<file path="src/rtl/score_bcd_display.sv">
// score_bcd_display: tracks the session high score. It converts the current
// score and the high score to 3-digit BCD with a serial double-dabble engine
// that handles one bit per cycle. It drives six active-low 7-segment digits:
// hex2..hex0 show the current score and hex5..hex3 show the high score.
module score_bcd_display #(
    parameter bit BLANK_LZ = 1'b1
) (
    input  logic       clk,
    input  logic       reset,
    input  logic [7:0] score_current,
    input  logic       clear_high,
    output logic [6:0] hex0,
    output logic [6:0] hex1,
    output logic [6:0] hex2,
    output logic [6:0] hex3,
    output logic [6:0] hex4,
    output logic [6:0] hex5,
    output logic [7:0] high_score,
    output logic       new_high,
    output logic       busy
);

    typedef enum logic [2:0] {
        IDLE,
        LOAD,
        CONV_S,
        CONV_H,
        DONE
    } state_t;

    localparam logic [6:0] SEG_BLANK    = 7'b1111111;
    localparam logic [6:0] SEG_ZERO     = 7'b1000000;
    localparam logic [6:0] SEG_LZ_RESET = BLANK_LZ ? SEG_BLANK : SEG_ZERO;

    state_t      state;
    state_t      state_next;
    logic [7:0]  snap_s;
    logic [7:0]  snap_h;
    logic [7:0]  shown_s;
    logic [7:0]  shown_h;
    logic [11:0] bcd;
    logic [11:0] bcd_s;
    logic [11:0] bcd_h;
    logic [11:0] bcd_step;
    logic [2:0]  bitcnt;
    logic        conv_bit;

    // Active-low {g,f,e,d,c,b,a} pattern for one decimal digit.
    // Codes above 9 cannot occur and are shown dark.
    function automatic logic [6:0] seg7(input logic [3:0] d);
        case (d)
            4'd0:    return 7'b1000000;
            4'd1:    return 7'b1111001;
            4'd2:    return 7'b0100100;
            4'd3:    return 7'b0110000;
            4'd4:    return 7'b0011001;
            4'd5:    return 7'b0010010;
            4'd6:    return 7'b0000010;
            4'd7:    return 7'b1111000;
            4'd8:    return 7'b0000000;
            4'd9:    return 7'b0010000;
            default: return SEG_BLANK;
        endcase
    endfunction

    // One double-dabble iteration: add 3 to each nibble that is >= 5, then
    // shift left and bring in the next binary bit. The top nibble only keeps
    // its low three bits, because its MSB is shifted out anyway.
    function automatic logic [11:0] dabble(input logic [11:0] b, input logic in_bit);
        logic [3:0] lo;
        logic [3:0] mid;
        logic [2:0] hi;
        lo  = (b[3:0]  >= 4'd5) ? b[3:0]  + 4'd3 : b[3:0];
        mid = (b[7:4]  >= 4'd5) ? b[7:4]  + 4'd3 : b[7:4];
        hi  = (b[11:8] >= 4'd5) ? b[10:8] + 3'd3 : b[10:8];
        return {hi, mid, lo, in_bit};
    endfunction

    // Turn a 3-digit BCD group into {hundreds, tens, ones} segments.
    // Leading zeros are blanked when requested; the ones digit is always shown.
    function automatic logic [20:0] encode_group(input logic [11:0] b);
        logic blank_h;
        logic blank_t;
        blank_h = BLANK_LZ && (b[11:8] == 4'd0);
        blank_t = blank_h && (b[7:4] == 4'd0);
        return {blank_h ? SEG_BLANK : seg7(b[11:8]),
                blank_t ? SEG_BLANK : seg7(b[7:4]),
                seg7(b[3:0])};
    endfunction

    // Select the binary bit to feed in, MSB first, from the snapshot that is
    // being converted. Then form the next BCD value.
    always_comb begin
        conv_bit = (state == CONV_H) ? snap_h[3'd7 - bitcnt] : snap_s[3'd7 - bitcnt];
        bcd_step = dabble(bcd, conv_bit);
    end

    // High score tracking. A clear request overrides a new record.
    always_ff @(posedge clk or posedge reset) begin
        if (reset) begin
            high_score <= 8'd0;
            new_high   <= 1'b0;
        end else if (clear_high) begin
            high_score <= 8'd0;
            new_high   <= 1'b0;
        end else if (score_current > high_score) begin
            high_score <= score_current;
            new_high   <= 1'b1;
        end else begin
            new_high   <= 1'b0;
        end
    end

    // Conversion state register.
    always_ff @(posedge clk or posedge reset) begin
        if (reset) begin
            state <= IDLE;
        end else begin
            state <= state_next;
        end
    end

    // Next-state logic. A conversion starts whenever either displayed value
    // is stale. Each conversion phase lasts eight bit-cycles.
    always_comb begin
        state_next = state;
        case (state)
            IDLE:    if ((score_current != shown_s) || (high_score != shown_h)) state_next = LOAD;
            LOAD:    state_next = CONV_S;
            CONV_S:  if (bitcnt == 3'd7) state_next = CONV_H;
            CONV_H:  if (bitcnt == 3'd7) state_next = DONE;
            DONE:    state_next = IDLE;
            default: state_next = IDLE;
        endcase
    end

    // Status output: busy covers every cycle spent outside IDLE.
    always_comb begin
        busy = (state != IDLE);
    end

    // Datapath: snapshot, serial conversion, and registered display update.
    // Both groups are updated together, so the display stays coherent.
    always_ff @(posedge clk or posedge reset) begin
        if (reset) begin
            snap_s  <= 8'd0;
            snap_h  <= 8'd0;
            shown_s <= 8'd0;
            shown_h <= 8'd0;
            bcd     <= 12'd0;
            bcd_s   <= 12'd0;
            bcd_h   <= 12'd0;
            bitcnt  <= 3'd0;
            hex0    <= SEG_ZERO;
            hex1    <= SEG_LZ_RESET;
            hex2    <= SEG_LZ_RESET;
            hex3    <= SEG_ZERO;
            hex4    <= SEG_LZ_RESET;
            hex5    <= SEG_LZ_RESET;
        end else begin
            case (state)
                LOAD: begin
                    snap_s <= score_current;
                    snap_h <= high_score;
                    bcd    <= 12'd0;
                    bitcnt <= 3'd0;
                end
                CONV_S: begin
                    if (bitcnt == 3'd7) begin
                        bcd_s  <= bcd_step;
                        bcd    <= 12'd0;
                        bitcnt <= 3'd0;
                    end else begin
                        bcd    <= bcd_step;
                        bitcnt <= bitcnt + 3'd1;
                    end
                end
                CONV_H: begin
                    if (bitcnt == 3'd7) begin
                        bcd_h  <= bcd_step;
                        bcd    <= 12'd0;
                        bitcnt <= 3'd0;
                    end else begin
                        bcd    <= bcd_step;
                        bitcnt <= bitcnt + 3'd1;
                    end
                end
                DONE: begin
                    {hex2, hex1, hex0} <= encode_group(bcd_s);
                    {hex5, hex4, hex3} <= encode_group(bcd_h);
                    shown_s <= snap_s;
                    shown_h <= snap_h;
                end
                default: begin
                end
            endcase
        end
    end

endmodule

</file>
<file path="config.mk">
export PLATFORM = sky130hd
export DESIGN_NAME = score_bcd_display
export DESIGN_NICKNAME = d
export VERILOG_FILES = /design/src/rtl/score_bcd_display.sv
export SDC_FILE = /design/constraint.sdc
export NUM_CORES = 1
export LEC_CHECK = 0
export BUFFER_PORTS_ARGS = -buffer_cell sky130_fd_sc_hd__buf_4
export CORE_ASPECT_RATIO = 0.8
export CORE_UTILIZATION = 48
export CTS_BUF_LIST = sky130_fd_sc_hd__clkbuf_2
export DETAILED_ROUTE_END_ITERATION = 8
export GPL_TIMING_DRIVEN = 0
export MAX_ROUTING_LAYER = met4
export PLACE_DENSITY_LB_ADDON = 0.3
export SLEW_MARGIN = 10
export SYNTH_ARGS = -nofsm -noshare
export SYNTH_HDL_FRONTEND = slang
export SYNTH_SLANG_ARGS = --single-unit
</file>
<file path="constraint.sdc">
create_clock -name clk -period 11.6 [get_ports clk]
set_input_delay 2.32 -clock clk [delete_from_list [all_inputs] [get_ports clk]]
set_output_delay 2.32 -clock clk [all_outputs]
set_load 0.03 [all_outputs]
</file>
# After elaboration in Yosys (flattened, before gate mapping)
# Memory sizes are Yosys's and may differ from the RTL's. A register that Yosys moved wholly into a read port is not among the register bits.
# Index checks and enable logic that the tools add are counted.
dict set report totals {
  mem_count 6
  output_inout_bits 52
  input_bits 11
  mem_bits_ro 672
  reg_bits 111
}
dict set report op_classes {
  eq_ne 10
  order_cmp 5
  muxes 24
  reduce_logical 15
  n_addsub 5
}
# memory words width read_ports rd_clocked_by_memory_dff wr line_no
set mem_list {}
lappend mem_list {{(no name shown)} 16 7 1 0 0 51} ;# case (d)
lappend mem_list {{(no name shown)} 16 7 1 0 0 51}
lappend mem_list {{(no name shown)} 16 7 1 1 0 51}
lappend mem_list {{(no name shown)} 16 7 1 0 0 51}
lappend mem_list {{(no name shown)} 16 7 1 0 0 51}
lappend mem_list {{(no name shown)} 16 7 1 1 0 51}
# operator n
set op_table {}
lappend op_table {{7-bit two-way mux} 4}
lappend op_table {{12-bit one-hot mux with 2 select lines} 1}
lappend op_table {{4-bit zero test} 4}
lappend op_table {{8-bit two-way mux} 2}
lappend op_table {{8-bit != test} 2}
lappend op_table {{3-bit two-way mux} 5}
lappend op_table {{4-bit by 3-bit greater-or-equal comparator with 1-bit output, second input constant} 3}
lappend op_table {{12-bit two-way mux} 1}
lappend op_table {{3-bit one-hot mux with 4 select lines} 1}
lappend op_table {{4-bit by 2-bit adder with 4-bit output, second input constant} 2}
lappend op_table {{8-bit greater-than comparator} 1}
lappend op_table {{4-bit two-way mux} 2}
lappend op_table {{1-bit binary-select mux with 3-bit select} 2}
lappend op_table {{3-bit by 2-bit equality test with 1-bit output, second input constant} 2}
lappend op_table {{3-bit equality test, second input constant} 2}
lappend op_table {{3-bit one-hot mux with 2 select lines} 1}
lappend op_table {{1-bit two-way mux} 5}
lappend op_table {{3-bit by 4-bit < comparator with 1-bit output, second input constant} 1}
lappend op_table {{2-bit != test, second input constant} 2}
lappend op_table {{2-bit AND reduction} 2}
lappend op_table {{2-bit nonzero test} 2}
lappend op_table {{3-bit by 1-bit adder with 3-bit output, second input constant} 1}
lappend op_table {{3-bit by 2-bit adder with 3-bit output, second input constant} 1}
lappend op_table {{3-bit by 1-bit equality test with 1-bit output, second input constant} 1}
lappend op_table {{other kinds (8)} 9}

# Depth between registers and ports, before layout
# Gate-level depths: netlist (run 1).
dict set report logic_depth {
  ltp_word 6
  ltp_mapped 8
  depth_no_buf 7
}

# Worst setup path before layout (run 1)
# Ideal clock, no wire load.
dict set report synth_path {
  path_type {input to register}
  startpoint {input port score_current[1]}
  endpoint {register new_high}
  path_buffers 1
  stages 7
  setup_slack_ns 7.938
  setup_ns 0.126
  required_time_ns 11.474
  arrival_ns 3.536
  cell_sequence {ha_1 -> nor2b_1 -> o211ai_1 -> a21oi_1 -> o32a_1 -> buf_2 -> nor2b_1}
}
dict set report synth_between {
  elab_chain_cells 3
}
# element line_no
set synth_lines {}
lappend synth_lines {{from (decl)} 10} ;# input logic [7:0] score_current,
lappend synth_lines {{8-bit greater-than comparator} 106} ;# end else if (score_current > high_score) begin
lappend synth_lines {{1-bit two-way mux} 106}
lappend synth_lines {{1-bit two-way mux} 103} ;# end else if (clear_high) begin
lappend synth_lines {{to (signal assigned)} 102} ;# new_high <= 1'b0;
lappend synth_lines {{to (signal assigned)} 105} ;# new_high <= 1'b0;
lappend synth_lines {{to (signal assigned)} 108} ;# new_high <= 1'b1;
lappend synth_lines {{to (decl)} 19} ;# output logic new_high,
# Every way passes these cells.
# A chain may end at the register's enable or synchronous reset.

# Worst setup path in the final report (run 1)
dict set report layout_path {
  startpoint {register state[0]}
  endpoint {output port busy}
}
dict set report layout_between {
  elab_chain_cells 1
}
# element line_no
set layout_lines {}
lappend layout_lines {{from (decl)} 35} ;# state_t state;
lappend layout_lines {{from (signal assigned)} 119} ;# state <= state_next;
lappend layout_lines {{3-bit nonzero test} 139} ;# busy = (state != IDLE);
lappend layout_lines {{to (decl)} 20} ;# output logic busy
# Every way passes these cells.

==> out/metrics.yaml, run 1 <==
status: "finished, final reports clean"
worstSkewPairLatency_ps: 710
ys_async_sr_fraction_pct: 100
netlist_top_cells_count: "nand2_1 (97), dfrtp_1 (95), ha_1 (46), o21ai_0 (46), a21oi_1 (45)"
setup_slack_ps: 7460
clkTransAtPathRegs_ps: 170
ys_types: 47
fp.dieArea_um2: 14200
reg2reg_slack_ps: 9310
fin_nets: 801
cts-root-buf: "clkbuf_2"
die_w_um: 133
multi_input_area_um2: 3180
slew_headroom_pct: 44.6
place_ws_ps: 7640
grt_pass1_wl_um: 24900
netlist.area_leader.share_pct: 36.0
cts_sinks: 125
post-route-min-period_ps: 4140
numCtsBuffers: 17
area_delta_synth_final_pct: 14.7
slowest_stage: "dfrtp_1"
worst_ep_arrival_time_ps: 1820
antenna_cells: 0
synth_cells: 662
critPathCaptureType: "output pin"
avgSynthCellArea_um2: 9.98
post-cts-setup-buffer-count: 0
p_leak_nw: 3.54
fillCellCount: 1156
cts_resized: 0
finalMaxSlewViolations: 0
io_pins: 63
crit_path_max_fanout: 9
track_usage_pct: 23.5
syn_nets: 719
setup_viol: 0
start_util_pct: 50.3
fp.dieH_um: 107
core_region_area_um2: 13100
drtAntennaViolNets: 0
vias: 5087
hpwl_um: 10800
tightestPinTransition_ps: 824
cts_tree: "yes"
viasPerCell: 5.46
cap_viol_max_count: 0
critPathKind: "reg -> out"
cts_htree_levels: 4
ys_seq_elements: 125
fin_crit_sh_pct: 35.7
layout-drive-gt1-share_pct: 20.1
synth_warnings: 0
ys.flop_type: "dfrtp_1"
start_kind: "flip-flop"
synthTopCellsByArea: "dfrtp_1 (36%), dfstp_2 (12%), ha_1 (8.7%)"
rsz0062_at_grt: "no"
wire_per_inst_um: 16.5
path_cells: "buf_6, or3_4, buf_4"
overflow: 0
critPathRequiredTime_ps: 9280
whs_ps: 489
cts_buffer_depth: 2
drt-initial-drc-count: 291
drt-total-wl_um: 15400
fmax_ghz: 0.241
fin_skew_ps: 31.0
p_per_area_nw_per_um2: 280
port_buffers: 62
grt_pass1_vias: 4881
first_pass_iters: 4
rows: 37
hold_viol: 0
peakVddDrop_uv: 126
synth.most_common_cell: "nand2_1"
synth_top_area_cell: "dfrtp_1"
netlist_area_um2: 6610
hold_buffers: 0
ff_latch_area_um2: 3170
slowest_delay_ps: 410
antenna_found_initial: 0
tns_ps: 0
drc: 0
synth_seq_area_share_pct: 47.9
hold_class: "reg -> reg"
synth_edf_count: 0
grt_max_degree: 77
gp_congestion: 0.886
## final cells by class
type	instances	share of cell area, %
Buffer	35	1.88
Clock buffer	21	1.39
Clock inverter	11	1.96
Inverter	31	1.60
Multi-Input combinational cell	471	42.0
Sequential cell	125	41.8
Tap cell	175	2.89
Timing Repair Buffer	63	6.50
## power breakdown
| group | leakage (nW) | switching, mW | internal (mW) |
|---|---|---|---|
| clock | 0.159 | 0.160 | 0.141 |
| sequential | 1.53 | 0.142 | 0.639 |
| combinational | 1.86 | 0.610 | 0.427 |
## logic make-up (layout without fill, tap and decap cells)
group / count (synthesis) / after routing / share of synthesized area, %
simple gates: 214 / 214 / 15.2
compound gates: 148 / 148 / 14.0
flops: 125 / 125 / 47.9
buf+inv: 66 / 161 / 3.92
fa+ha+maj: 46 / 46 / 8.71
mux: 42 / 42 / 7.46
xor+xnor: 21 / 21 / 2.78
## critical path: cells and delay by family (launching register included)
family / cells / cell delay, ps
buf+inv: 2 / 320
simple gates: 1 / 400
flops: 1 / 410
## layout by cell type, fill, tap and decap left out, types with 18 or more instances in the layout
cell type	synthesis	layout
mux2i_1	20	20
dfstp_2	30	30
nor2_1	43	43
buf_4	0	62
clkbuf_1	29	29
nand2b_1	31	31
ha_1	46	46
dfrtp_1	95	95
o21ai_0	46	46
a21oi_1	45	45
mux2_2	18	18
inv_1	31	30
nand2_1	97	97
clkbuf_2	0	21
## layer usage
layer  GRT usage [%]  wire length, um  vias up
met1            32.6             7470     2489
met4            7.39              271        0
met2            34.6             6830      132
met5               -                0        -
li1                -                -     2439
met3            5.15              778       27
## path summary, 6_finish.rpt
kind,startpoint,to,cells after the start
max,state[0],busy,3
max reg2reg,state[0],hex4[1],7
min,hex5[0],hex5[0],2
min reg2reg,hex5[0],hex5[0],2
min in group asynchronous,reset,snap_h[6],2
max in group asynchronous,reset,hex5[0],3
## flip-flops by register name (all words and copies together), names as in the netlist, 8 cells and up
signal and count:
shown_s 8, bcd_h 12, snap_s 8, snap_h 8, shown_h 8, bcd_s 12
bcd 12, high_score 8
## metrics by stage
stage | utilization (%) | std cells | total power [mW] | area [um2]
finish | 57.6 | 932 | 2.12 | 7580
global placement | 55.5 | 899 | 1.76 | 7290
global route | 57.6 | 932 | 2.27 | 7580
floorplan | - | 662 | 1.51 | 6610
detailed placement | 55.7 | 900 | 1.81 | 7320
CTS | 57.6 | 932 | 2.12 | 7580
Note: power is estimated with default switching activity, not from simulation.
==> inputs of run 2 (changes only) <==
--- a/config.mk
+++ b/config.mk
@@ -5,6 +5,7 @@
 export SDC_FILE = /design/constraint.sdc
 export NUM_CORES = 1
 export LEC_CHECK = 0
+export ABC_AREA = 1
 export BUFFER_PORTS_ARGS = -buffer_cell sky130_fd_sc_hd__buf_4
 export CORE_ASPECT_RATIO = 0.8
 export CORE_UTILIZATION = 48
==> constraint.sdc (replaced) <==
create_clock -name clk -period 4.1 [get_ports clk]
set_input_delay 0.82 -clock clk [delete_from_list [all_inputs] [get_ports clk]]
set_output_delay 0.82 -clock clk [all_outputs]
set_load 0.03 [all_outputs]
==> run 2 against run 1 <==
Effect of this change:
- die area fell by 0.24%
- first-iteration DRC count rose by 27%
- highest routed layer unchanged
- critical endpoint unchanged
- combinational power increased by 110%
- largest cell class is now sequential cells
==> out/metrics.yaml, run 2 <==
status: "finished, final reports clean"
post-cts-setup-buffer-count: 0  # unchanged
synth_warnings: 0  # unchanged
power_frac_clock_pct: 14.9  # +0.7 points
clkTransAtPathRegs_ps: 190  # +20 ps
critPathRequiredTime_ps: 3280  # -6000 ps
netlist_area_um2: 6590  # -0.25%
antenna_found_initial: 0  # unchanged
peakVddDrop_uv: 284  # +130%
final_util_pct: 57.4  # -0.21 points
fp.dieArea_um2: 14200  # -0.24%
drtAntennaViolNets: 0  # unchanged
cap_viol_max_count: 0  # unchanged
whs_ps: 115  # -375 ps
netlist.area_leader.share_pct: 36.1  # +0.089 points
rsz0062_at_grt: "no"
synth_seq_area_share_pct: 48.0  # +0.12 points
slowest_stage: "dfrtp_1"
worst_ep_arrival_time_ps: 1880  # +60 ps
io_pins: 63  # unchanged
cts_htree_levels: 4  # unchanged
cts_buffer_depth: 2  # unchanged
hpwl_um: 10200  # -5.2%
ys_types: 34  # -28%
fp.dieH_um: 107  # -0.12%
synth.most_common_cell: "nand2_1"
hold_viol: 0  # unchanged
wire_per_inst_um: 13.4  # -19%
swShare_pct: 44.2  # +1.2 points
avgSynthCellArea_um2: 8.49  # -15%
post-route-min-period_ps: 2700
ys.flop_type: "dfrtp_1"
grt_pass1_vias: 5008  # +2.6%
netlist_top_cells_count: "nand2_1 (170), dfrtp_1 (95), inv_1 (95), o21ai_0 (68), nor2_1 (63)"
vias: 5354  # +5.2%
area_delta_synth_final_pct: 14.2
ys_seq_elements: 125  # unchanged
drc: 0  # unchanged
synth_cells: 776  # +17%
seq_power_share_pct: 39.6  # +2.7 points
port_buffers: 62  # unchanged
synthTopCellsByArea: "dfrtp_1 (36%), dfstp_2 (12%), nand2_1 (9.7%)"
viasPerCell: 5.12  # -6.2%
first_pass_iters: 5  # +1
fin_crit_sh_pct: 65.8
drt-initial-drc-count: 369  # +27%
tightestPinTransition_ps: 677  # -148 ps
final_cell_mix: "nand2_1 (170), dfrtp_1 (95), inv_1 (94)"
grt_max_degree: 82  # +6.5%
grt_pass1_wl_um: 24200  # -2.8%
hold_buffers: 0  # unchanged
synth_top_area_cell: "dfrtp_1"
p_per_area_nw_per_um2: 647  # +130%
layout_commonest_cell: "nand2_1"
critPathCaptureType: "output pin"
crit_path_max_fanout: 7  # -2
fin_nets: 915  # +14%
cts_tree: "yes"
layout-drive-gt1-share_pct: 19.9  # -0.22 points
slew_headroom_pct: 54.9  # +10 points
crit_family: "buffers and inverters"
drt-total-wl_um: 14000  # -8.6%
start_util_pct: 50.3  # +0.053 points
cts_resized: 0  # unchanged
setup_viol: 0  # unchanged
overflow: 0  # unchanged
crit_top_cell: "inv_1"
start_kind: "flip-flop"
core_region_area_um2: 13100  # -0.35%
antenna_cells: 0  # unchanged
cts-root-buf: "clkbuf_2"
track_usage_pct: 22.3  # -1.2 points
path_cells: "buf_2, inv_1, nand2_1, nor2_1, inv_1, buf_4"
worstSkewPairLatency_ps: 700  # about the same
combPwrFrac_pct: 45.5  # -3.4 points
gp_congestion: 0.858  # -3.2%
p_leak_nw: 3.69  # +4.2%
die_w_um: 133  # -0.12%
power.switching_mw: 2.15  # +140%
fin_skew_ps: 45.0  # +14.0 ps
fmax_ghz: 0.371
critPathKind: "reg -> out"
stdcell_count: 1046  # +12%
synth_edf_count: 0  # unchanged
p_int_mw: 2.72  # +130%
rows: 37  # unchanged
dp.cells: 1014  # +13%
cp_num_buf_inv: 4  # +2
numCtsBuffers: 17  # unchanged
hold_class: "in -> async"
syn_nets: 833  # +16%
slowest_delay_ps: 380  # -30 ps
finalMaxSlewViolations: 0  # unchanged
reg_top3: "bcd: 12 flops, bcd_h: 12 flops, bcd_s: 12 flops"
cts_sinks: 125  # unchanged
ys_async_sr_fraction_pct: 100  # unchanged
## run 2: changes by cell type after synthesis, moves of 11 or more
cell / delta
o21ai_0: +22
nand2b_1: -31
mux2_2: -18
nand2_1: +73
mux2i_1: -20
clkbuf_1: -23
inv_1: +64
o21ai_1: +11
nand3_1: +31
nor2_1: +20
## run 2: kinds of logic (layout without fill, tap and decap cells)
logic type,after synthesis,in the layout,share of synthesized area (%)
adder cells (fa/ha/maj),46,46,8.73
AO/OA/AOI/OAI,169,169,14.5
XOR/XNOR,11,11,1.46
AND/OR/NAND/NOR,302,302,19.5
flip-flops,125,125,48.0
buffers and inverters,123,218,7.76
## run 2: area by class of cell
type	count	area, um2
buffer	24	140
clock buffer	18	90.1
clock inverter	14	126
fill	1189	5580
inverter	99	377
multi-input combinational	528	2910
sequential	125	3170
tap	175	219
timing repair buffer	63	493
## run 2: final timing paths
path / from / endpoint / slack [ps] / cells after the start
min reg2reg: hex1[4] / hex1[4] / 510 / 2
max in group asynchronous: reset / hex0[6] / 3220 / 3
min: reset / shown_s[7] / 110 / 2
max: state[2] / busy / 1400 / 6
min in group clk: clear_high / new_high / 270 / 2
max reg2reg: high_score[1] / high_score[2] / 2050 / 11
## run 2: routing by layer
layer	vias up	GRT usage, %	share of wire, %
li1	2706	-	-
met1	2540	31.4	52
met2	91	32.4	43
met3	17	4.35	3.8
met4	0	7.22	1.2
met5	-	-	0
## run 2: metrics by stage
stage / worst slack, ps / total power, mW / instance area, um2 / TNS [ps]
floorplan: 2.06 / 3.55 / 6590 / 0
global placement: -1500 / 4.11 / 7280 / -147780
detailed placement: 1640 / 4.17 / 7310 / 0
CTS: 1340 / 4.90 / 7520 / 0
global route: 1260 / 5.31 / 7520 / 0
finish: 1400 / 4.87 / 7520 / 0
## run 2: power by group through the flow
stage          logic (mW)  registers (mW)  clock network [mW]
2_1_floorplan        1.40            2.15                   0
3_3_place_gp         2.16            1.95                   0
3_5_place_dp         2.21            1.96                   0
4_1_cts              2.22            1.93               0.748
5_1_grt              2.52            1.99               0.805
6_report             2.22            1.93               0.726
